`src/rtl/counter_sched_pkg.sv`:
```
// Shared types and constants for the counter_sched round-robin scheduler.
package counter_sched_pkg;

    localparam int MAX_NREQ = 8;
    localparam int IDX_W    = 3;

    typedef enum logic [1:0] {
        IDLE = 2'd0,
        RUN  = 2'd1,
        DONE = 2'd2
    } sched_state_e;

    // Round-robin successor of a requester index, wrapping at nreq.
    function automatic logic [IDX_W-1:0] rr_next(input logic [IDX_W-1:0] idx, input int nreq);
        logic [IDX_W-1:0] res;
        if (int'(idx) >= (nreq - 1)) begin
            res = {IDX_W{1'b0}};
        end else begin
            res = idx + {{(IDX_W-1){1'b0}}, 1'b1};
        end
        return res;
    endfunction

endpackage

```
`src/rtl/counter_sched_rr_arbiter.sv`:
```
// Combinational round-robin pick: first set request at or after the pointer.
module rr_arbiter
    import counter_sched_pkg::*;
#(
    parameter int NREQ = 4
) (
    input  logic [NREQ-1:0]  i_req,
    input  logic [IDX_W-1:0] i_ptr,
    output logic [NREQ-1:0]  o_gnt,
    output logic [IDX_W-1:0] o_idx,
    output logic             o_vld
);

    int w_j;

    // Scan all requesters starting at the pointer, wrapping modulo NREQ.
    always_comb begin
        o_gnt = {NREQ{1'b0}};
        o_idx = {IDX_W{1'b0}};
        o_vld = 1'b0;
        w_j   = 0;
        for (int i = 0; i < NREQ; i++) begin
            w_j = int'(i_ptr) + i;
            if (w_j >= NREQ) begin
                w_j = w_j - NREQ;
            end else begin
                w_j = w_j;
            end
            if (!o_vld && i_req[w_j]) begin
                o_vld      = 1'b1;
                o_gnt[w_j] = 1'b1;
                o_idx      = IDX_W'(w_j);
            end else begin
                o_vld = o_vld;
            end
        end
    end

endmodule

```
`src/rtl/counter_sched.sv`:
```
// Round-robin scheduler sharing one 8-bit up/down counter between NREQ requesters.
// Optional build macro COUNTER_SCHED_SAT_EN stops a job early when the counter
// would wrap; without it the counter wraps freely and sat_o stays 0.
module counter_sched
    import counter_sched_pkg::*;
#(
    parameter int NREQ  = 4,
    parameter int STEPW = 8
) (
    input  logic               clk_i,
    input  logic               rst_ni,
    input  logic [NREQ-1:0]    req_i,
    input  logic [NREQ-1:0]    dir_i,
    input  logic [NREQ*STEPW-1:0] steps_i,
    output logic [NREQ-1:0]    gnt_o,
    output logic [NREQ-1:0]    done_o,
    output logic               sat_o,
    output logic               busy_o,
    output logic               cnt_en_o,
    output logic               cnt_down_o,
    input  logic [7:0]         cnt_val_i
);

    sched_state_e       r_state;
    sched_state_e       w_state_nxt;
    logic [NREQ-1:0]    r_gnt;
    logic [IDX_W-1:0]   r_id;
    logic [IDX_W-1:0]   r_ptr;
    logic               r_dir;
    logic [STEPW-1:0]   r_rem;
    logic               r_sat;

    logic [NREQ-1:0]    w_arb_gnt;
    logic [IDX_W-1:0]   w_arb_idx;
    logic               w_arb_vld;
    logic               w_sel_dir;
    logic [STEPW-1:0]   w_sel_steps;
    logic               w_sat_hit;
    logic               w_cnt_en;
    logic               w_cnt_down;

    rr_arbiter #(.NREQ(NREQ)) u_arb (
        .i_req (req_i),
        .i_ptr (r_ptr),
        .o_gnt (w_arb_gnt),
        .o_idx (w_arb_idx),
        .o_vld (w_arb_vld)
    );

    // Mux out the direction and step count of the requester the arbiter picked.
    always_comb begin
        w_sel_dir   = 1'b0;
        w_sel_steps = {STEPW{1'b0}};
        for (int k = 0; k < NREQ; k++) begin
            if (w_arb_idx == IDX_W'(k)) begin
                w_sel_dir   = dir_i[k];
                w_sel_steps = steps_i[k*STEPW +: STEPW];
            end else begin
                w_sel_dir   = w_sel_dir;
            end
        end
    end

`ifdef COUNTER_SCHED_SAT_EN
    // A step would wrap the counter: down at 0 or up at 255.
    assign w_sat_hit = (r_dir && (cnt_val_i == 8'h00)) || (!r_dir && (cnt_val_i == 8'hFF));
`else
    logic w_unused_val;
    assign w_sat_hit    = 1'b0;
    assign w_unused_val = ^cnt_val_i;
`endif

    // Next-state and counter-control decode from the registered state.
    always_comb begin
        w_state_nxt = r_state;
        w_cnt_en    = 1'b0;
        w_cnt_down  = 1'b0;
        case (r_state)
            IDLE: begin
                if (w_arb_vld) begin
                    w_state_nxt = (w_sel_steps == {STEPW{1'b0}}) ? DONE : RUN;
                end else begin
                    w_state_nxt = IDLE;
                end
            end
            RUN: begin
                w_cnt_down = r_dir;
                if (w_sat_hit) begin
                    w_cnt_en    = 1'b0;
                    w_state_nxt = DONE;
                end else begin
                    w_cnt_en    = 1'b1;
                    w_state_nxt = (r_rem == STEPW'(1)) ? DONE : RUN;
                end
            end
            DONE: begin
                w_state_nxt = IDLE;
            end
            default: begin
                w_state_nxt = IDLE;
            end
        endcase
    end

    // State register plus job context: grant, id, direction, remaining steps, pointer.
    always_ff @(posedge clk_i or negedge rst_ni) begin
        if (!rst_ni) begin
            r_state <= IDLE;
            r_gnt   <= {NREQ{1'b0}};
            r_id    <= {IDX_W{1'b0}};
            r_ptr   <= {IDX_W{1'b0}};
            r_dir   <= 1'b0;
            r_rem   <= {STEPW{1'b0}};
            r_sat   <= 1'b0;
        end else begin
            r_state <= w_state_nxt;
            case (r_state)
                IDLE: begin
                    if (w_arb_vld) begin
                        r_gnt <= w_arb_gnt;
                        r_id  <= w_arb_idx;
                        r_dir <= w_sel_dir;
                        r_rem <= w_sel_steps;
                        r_sat <= 1'b0;
                    end else begin
                        r_sat <= 1'b0;
                    end
                end
                RUN: begin
                    if (w_sat_hit) begin
                        r_sat <= 1'b1;
                    end else begin
                        r_rem <= r_rem - STEPW'(1);
                    end
                end
                DONE: begin
                    r_ptr <= rr_next(r_id, NREQ);
                    r_gnt <= {NREQ{1'b0}};
                end
                default: begin
                    r_gnt <= {NREQ{1'b0}};
                end
            endcase
        end
    end

    assign gnt_o      = r_gnt;
    assign done_o     = (r_state == DONE) ? r_gnt : {NREQ{1'b0}};
    assign sat_o      = (r_state == DONE) && r_sat;
    assign busy_o     = (r_state != IDLE);
    assign cnt_en_o   = w_cnt_en;
    assign cnt_down_o = w_cnt_down;

endmodule

```
`config.mk`:
```
export PLATFORM = sky130hd
export DESIGN_NAME = counter_sched
export DESIGN_NICKNAME = d
export VERILOG_FILES = /design/src/rtl/counter_sched_pkg.sv /design/src/rtl/counter_sched_rr_arbiter.sv /design/src/rtl/counter_sched.sv
export SDC_FILE = /design/constraint.sdc
export NUM_CORES = 1
export LEC_CHECK = 0
export CAP_MARGIN = 0
export CORE_MARGIN = 2
export CORE_UTILIZATION = 40
export CTS_CLUSTER_SIZE = 40
export DETAILED_ROUTE_END_ITERATION = 12
export HOLD_SLACK_MARGIN = 0.1
export PLACE_DENSITY = 0.71
export SLEW_MARGIN = 20
export SYNTH_ARGS = -nofsm -noshare
export SYNTH_HDL_FRONTEND = slang
export SYNTH_SLANG_ARGS = --single-unit
```
`constraint.sdc`:
```
create_clock -name clk_i -period 2.67 [get_ports clk_i]
set_clock_uncertainty 0.1 [all_clocks]
set_input_delay 0.4005 -clock clk_i [delete_from_list [all_inputs] [get_ports clk_i]]
set_output_delay 0.4005 -clock clk_i [all_outputs]
set_load 0.005 [all_outputs]
```
==> results of run 1 <==
final cells by class:
class	count	area (µm²)	share of cell area (%)
Inverter	9	33.8	1.14
Timing Repair Buffer	78	753	25.4
Tap cell	70	87.6	2.95
Sequential cell	21	526	17.7
Clock buffer	4	45.0	1.52
Multi-Input combinational cell	202	1520	51.3
flip-flops by register name, indices dropped and copies added, names as in the netlist:
signal / count
r_id: 3
gnt_o: 4
r_rem: 8
r_state: 2
r_dir: 1
r_ptr: 3
per-stage QoR:
stage                     util, %  std cells
after global placement       56.7        380
after floorplan                 -        249
final                        57.7        384
after CTS                    57.6        384
after global routing         57.7        384
after detailed placement     56.7        380
cell usage after synthesis (3+ instances only):
cell,instances
mux2i_1,34
dfrtp_1,21
nor2_1,17
nand2_1,15
ha_1,12
a21oi_1,11
nor4_1,11
o21ai_0,10
clkbuf_1,8
inv_1,8
nor2b_1,8
a22o_1,6
and2_1,5
buf_2,5
mux2_2,5
nand3b_1,5
a31oi_1,4
nand3_1,4
buf_4,3
nor3b_1,3
o211ai_1,3
o21ai_1,3
o22ai_1,3
o2bb2ai_1,3
worst max-delay path, cell delays in order (launching register included):
cell and delay, ns:
dfrtp_1 0.37, inv_2 0.05, ha_2 0.44, a2111oi_0 0.09, buf_4 0.15, nor4_4 0.34, buf_12 0.20, buf_12 0.13
mux2i_1 0.20, mux2i_1 0.12, o2bb2ai_1 0.13
routing by layer:
metal / part of all wire (%) / routed length [µm]
met2: 45 / 2370
met3: 3.8 / 202
met4: 1.1 / 56
met5: 0 / 0
met1: 50 / 2630
cells in the final DEF (no fill, tap or decap), drive strengths merged, types with 3 or more instances in the layout:
cell type and count:
o22ai 3, nand3b 5, nor3b 3, a22o 6, and2 5, o21ai 13
inv 9, a2111oi 3, dfrtp 21, nand3 4, clkbuf 4, nor4 12
a21oi 11, ha 12, nor2 17, o211ai 3, nand2 15, o2bb2ai 3
clkdlybuf4s50 52, a31oi 4, nor2b 8, mux2i 34, buf 26, mux2 5
cells by family (layout without fill, tap and decap cells):
kind of cell,count (synthesis),in the layout
AOI/OAI and AO/OA,65,65
adders and majority gates,12,12
buffers and inverters,26,91
DFF,21,21
muxes,40,40
other,1,1
and+or+nand+nor,84,84
power groups by stage:
stage               registers (mW)  logic (mW)  clock network, mW
CTS                          0.456       0.508              0.213
floorplan                    0.437       0.314                  0
finish                       0.458       0.508              0.209
global placement             0.458       0.495                  0
global route                 0.469       0.565              0.226
detailed placement           0.463       0.505                  0
worst paths after layout:
check	start	endpoint	slack, ns	depth (start not counted)
min reg2reg	gnt_o[1]	gnt_o[1]	0.40	1
max in group asynchronous	rst_ni	r_id[0]	1.89	2
min in group clk_i	gnt_o[1]	gnt_o[1]	0.40	1
max	r_ptr[0]	r_rem[2]	0.22	10
max reg2reg	r_ptr[0]	r_rem[2]	0.22	10
min	rst_ni	r_rem[2]	0.37	2
==> summary.md, run 1 <==
| Metric | Value |
|---|---|
| Least-Margin Pin Slew | 0.522 ns |
| Reg clk slew, reported paths | 0.08 ns |
| TNS Setup | 0 ns |
| Cell taking the most area after synthesis | dfrtp_1 |
| Slew headroom | 65.1% |
| CTS tree | yes |
| Synthesized area | 0.00216 mm² |
| Post-synth top area share | 24.4% |
| Hold Slack | 0.372 ns |
| Die X | 77.4 µm |
| Period utilization | 91.9% |
| Cell variety after synth | 54 |
| Area contributors post-synth | dfrtp_1 (24%), mux2i_1 (16%), ha_1 (7.0%) |
| Layout cells sized above 1 | 14.0% |
| Routed wire per std cell | 13.7 µm |
| Ant. Diodes | 0 |
| Synthesized net count | 311 |
| P_leak | 1.15 nW |
| Hold Crit Class | input pin to async pin |
| First-pass GRT wire length | 8.92 mm |
| Status | complete, no violations |
| Area share of fa/ha/maj cells after synthesis | 6.96% |
| Fillers | 485 |
| Resize count post-CTS | 0 |
| Share of flip-flops with an asynchronous set or reset | 100% |
| Main synth FF type | dfrtp_1 |
| Die height | 77.4 µm |
| Critical path arrival | 2.49 ns |
| DIE AREA | 0.00599 mm² |
| CORE AREA | 0.00514 mm² |
| HPWL after DPL | 4.19 mm |
| Post-synthesis mux area share | 19.4% |
| Max-Cap Viols | 0 |
| CTS Buf Count | 3 |
| Io pins | 62 |
| RSZ-0062 raised after global routing | no |
| Net Switching | 0.391 mW |
| Clock sink count | 21 |
| Remaining Overflow, GRT | 0 |
| Pwr Total | 1.17 mW |
| Final setup vio count | 0 |
| Post-CTS setup buffer count | 0 |
| GRT busiest layer | met2 |
| Met3 Use GR | 1.40% |
| Tot GR Track Use | 17.9% |
| Final WS setup | 0.217 ns |
| Met2 global-route usage | 29.0% |
| Worst setup EP type | register |
| Vias in the first global route | 1974 |
| Worst EP required | 2.70 ns |
| Critical path class | register to register |
| Logic pwr share | 43.2% |
| Residual DRC | 0 |
| Fin. Hold Viols | 0 |
| Post-synthesis simple-gate area fraction | 21.8% |
| Row Count | 26 |
| Synth Area in Compound Gates | 21.5% |
| Switching share of power | 33.3% |
| Post-synth EDFFs | 0 |
| Cell-internal power | 0.783 mW |
| Crit start category | register |
| VDD IR max | 0.000245 V |
| DR vias/cell | 5.57 |
| CTS Buffer Depth | 2 |
| Synthesized instance count | 249 |
| # hold bufs at CTS | 0 |
| Syn-to-layout area delta | 37.7% |
| Met1 Usage GRT | 25.7% |
| Initial DRC Count | 191 |
| Clk Latency, worst-skew pair | 0.26 ns |
| DRT antenna net count | 0 |
| Yosys reg bits | 21 |
| Initial core utilization | 41.9% |
| Placed cell area | 0.00292 mm² |
| Final WL | 5.26 mm |
| Tmin final | 2.45 ns |
| Pins Over Slew Limit | 0 |
| Power density cells | 396 mW/mm² |
| Design area | 0.00297 mm² |
| Sequential power share | 39.0% |
| XOR/XNOR share of the synthesized area | 0% |
| Highest clock rate | 408 MHz |
| Largest net degree at the start of global routing | 25 |
| Pre-CTS setup slack | -0.0449 ns |
| Avg Cell Area, Syn | 8.66 µm² |
| Initial antenna violation count | 0 |
| H-tree Lvls | 1 |
| # port buffers | 52 |
| Vias | 2137 |
| Clock Power Share | 17.8% |
| YS warnings | 0 |
| Sequential area share after synthesis | 24.4% |
| Crit-path max FO | 14 |
| CTS root buffer | clkbuf_8 |
| Nets | 377 |
| DRT Pass-1 Iters | 5 |
| Largest family of logic cells by synthesized area | simple AND/OR/NAND/NOR gates |
| Routability cong. | 0.829 |
No activity file was read; power rests on OpenSTA's default activity.
==> run 2, diff against run 1 <==
--- a/config.mk
+++ b/config.mk
@@ -11,7 +11,7 @@
 export CTS_CLUSTER_SIZE = 40
 export DETAILED_ROUTE_END_ITERATION = 12
 export HOLD_SLACK_MARGIN = 0.1
-export PLACE_DENSITY = 0.71
+export PLACE_DENSITY = 0.68
 export SLEW_MARGIN = 20
 export SYNTH_ARGS = -nofsm -noshare
 export SYNTH_HDL_FRONTEND = slang
==> constraint.sdc (replaced) <==
create_clock -name clk_i -period 2.33 [get_ports clk_i]
set_clock_uncertainty 0.1 [all_clocks]
set_input_delay 0.3495 -clock clk_i [delete_from_list [all_inputs] [get_ports clk_i]]
set_output_delay 0.3495 -clock clk_i [all_outputs]
set_load 0.005 [all_outputs]
==> summary.md, run 2 (synthesis results as in run 1) <==
| Metric | Value |
|---|---|
| Crit start category | register |
| Initial core utilization | 41.9% |
| Clk Latency, worst-skew pair | 0.26 ns |
| Final WS setup | -0.0535 ns |
| Io pins | 62 |
| Post-Layout Cell Count | 402 |
| Register with the most flip-flops | r_rem |
| Final WL | 6.05 mm |
| Fin. Hold Viols | 0 |
| CTS Buf Count | 3 |
| Placed cell area | 0.00302 mm² |
| # port buffers | 52 |
| Worst EP required | 2.39 ns |
| Power density cells | 430 mW/mm² |
| Initial antenna violation count | 0 |
| Remaining Overflow, GRT | 0 |
| TNS Setup | -0.135 ns |
| Final setup vio count | 6 |
| Max-Cap Viols | 0 |
| RSZ-0062 raised after global routing | yes |
| Ant. Diodes | 0 |
| DR vias/cell | 5.51 |
| Reg clk slew, reported paths | 0.08 ns |
| Period utilization | 102% |
| CTS tree | yes |
| Clock sink count | 21 |
| Nets | 395 |
| Residual DRC | 0 |
| Crit-path max FO | 6 |
| Pins Over Slew Limit | 0 |
| DRT Pass-1 Iters | 4 |
| CORE AREA | 0.00514 mm² |
| VDD IR max | 0.000226 V |
| Syn-to-layout area delta | 52.4% |
| Worst setup EP type | register |
| Vias in the first global route | 2057 |
| Cell Count Post-Placement | 388 |
| Largest net degree at the start of global routing | 22 |
| Vias | 2214 |
| Layout cells sized above 1 | 24.1% |
| Hold Crit Class | input pin to async pin |
| Die height | 77.4 µm |
| Initial DRC Count | 166 |
| Row Count | 26 |
| CTS Buffer Depth | 2 |
| Die X | 77.4 µm |
| Max FFs per register | 8 |
| Failing checks | negative setup slack |
| P_leak | 1.29 nW |
| DRT antenna net count | 0 |
| First-pass GRT wire length | 9.72 mm |
| Most frequent cells in the layout | clkdlybuf4s50_1 (49), buf_4 (37), mux2i_1 (29), dfrtp_1 (20), nor2_1 (16) |
| H-tree Lvls | 1 |
| CTS root buffer | clkbuf_8 |
| Pwr Total | 1.41 mW |
| Status | finished, violations left |
| Most common cell after layout, fill and taps aside | clkdlybuf4s50_1 |
| Fillers | 449 |
| Routed wire per std cell | 15.1 µm |
| Critical path arrival | 2.44 ns |
| Highest clock rate | 420 MHz |
| # hold bufs at CTS | 0 |
| Routability cong. | 0.838 |
| DIE AREA | 0.00599 mm² |
| Tot GR Track Use | 19.5% |
| Critical path class | register to register |
| Pre-CTS setup slack | -0.542 ns |
| Design area | 0.00328 mm² |
| Tmin final | 2.38 ns |
| HPWL after DPL | 4.48 mm |
==> run 2: power by group <==
part	internal [mW]	switching (mW)
clock	0.122	0.117
sequential	0.441	0.0849
combinational	0.373	0.275
total	0.936	0.477
==> run 2: repair_timing <==
action,in CTS,in global routing
cloned,0,1
endpoints found under the hold margin,0,0
setup buffers,4,5
resized for setup,7,22
endpoints found under the setup margin,11,14
pin swaps,3,7
==> run 2: final timing paths <==
| check | depth (start not counted) | slack, ns | startpoint | to |
|---|---|---|---|---|
| setup / recovery | 9 | -0.05 | r_ptr[0] | r_dir |
| hold / removal | 2 | 0.32 | rst_ni | r_id[2] |
| setup reg to reg | 9 | -0.05 | r_ptr[0] | r_dir |
| hold reg to reg | 1 | 0.40 | gnt_o[1] | gnt_o[1] |
| max in group asynchronous | 2 | 1.58 | rst_ni | r_ptr[0] |
| min in group clk_i | 1 | 0.40 | gnt_o[1] | gnt_o[1] |
==> run 2: area by class of cell <==
class / count / area [µm²] / area share, %
tap: 70 / 87.6 / 2.67
timing repair buffer: 96 / 921 / 28.0
multi-input combinational: 202 / 1660 / 50.5
clock buffer: 4 / 45.0 / 1.37
sequential: 21 / 527 / 16.0
inverter: 9 / 46.3 / 1.41
==> run 2: critical path: stages (launching register included) <==
cell and delay (ns):
dfrtp_2 0.45, inv_8 0.07, ha_4 0.23, buf_4 0.16, or4_4 0.53, nand3_2 0.12, a21oi_4 0.10, buf_4 0.17
mux2i_2 0.15, a22o_1 0.20
==> run 2: per-stage QoR <==
stage          hold slack [ns]  utilization [%]
3_5_place_dp             0.389             58.7
6_report                 0.323             63.9
5_1_grt                  0.345             63.9
2_1_floorplan          -0.0461                -
3_3_place_gp             0.383             58.7
4_1_cts                  0.334             61.0
==> run 2: routing by layer <==
layer  share of wire [%]  track usage (%)  up-vias
met4                 1.2             5.00        0
met2                  45             29.4       70
met1                  50             29.7     1022
met3                 4.0             1.86        7
met5                   0                0        -
li1                    -                -     1115
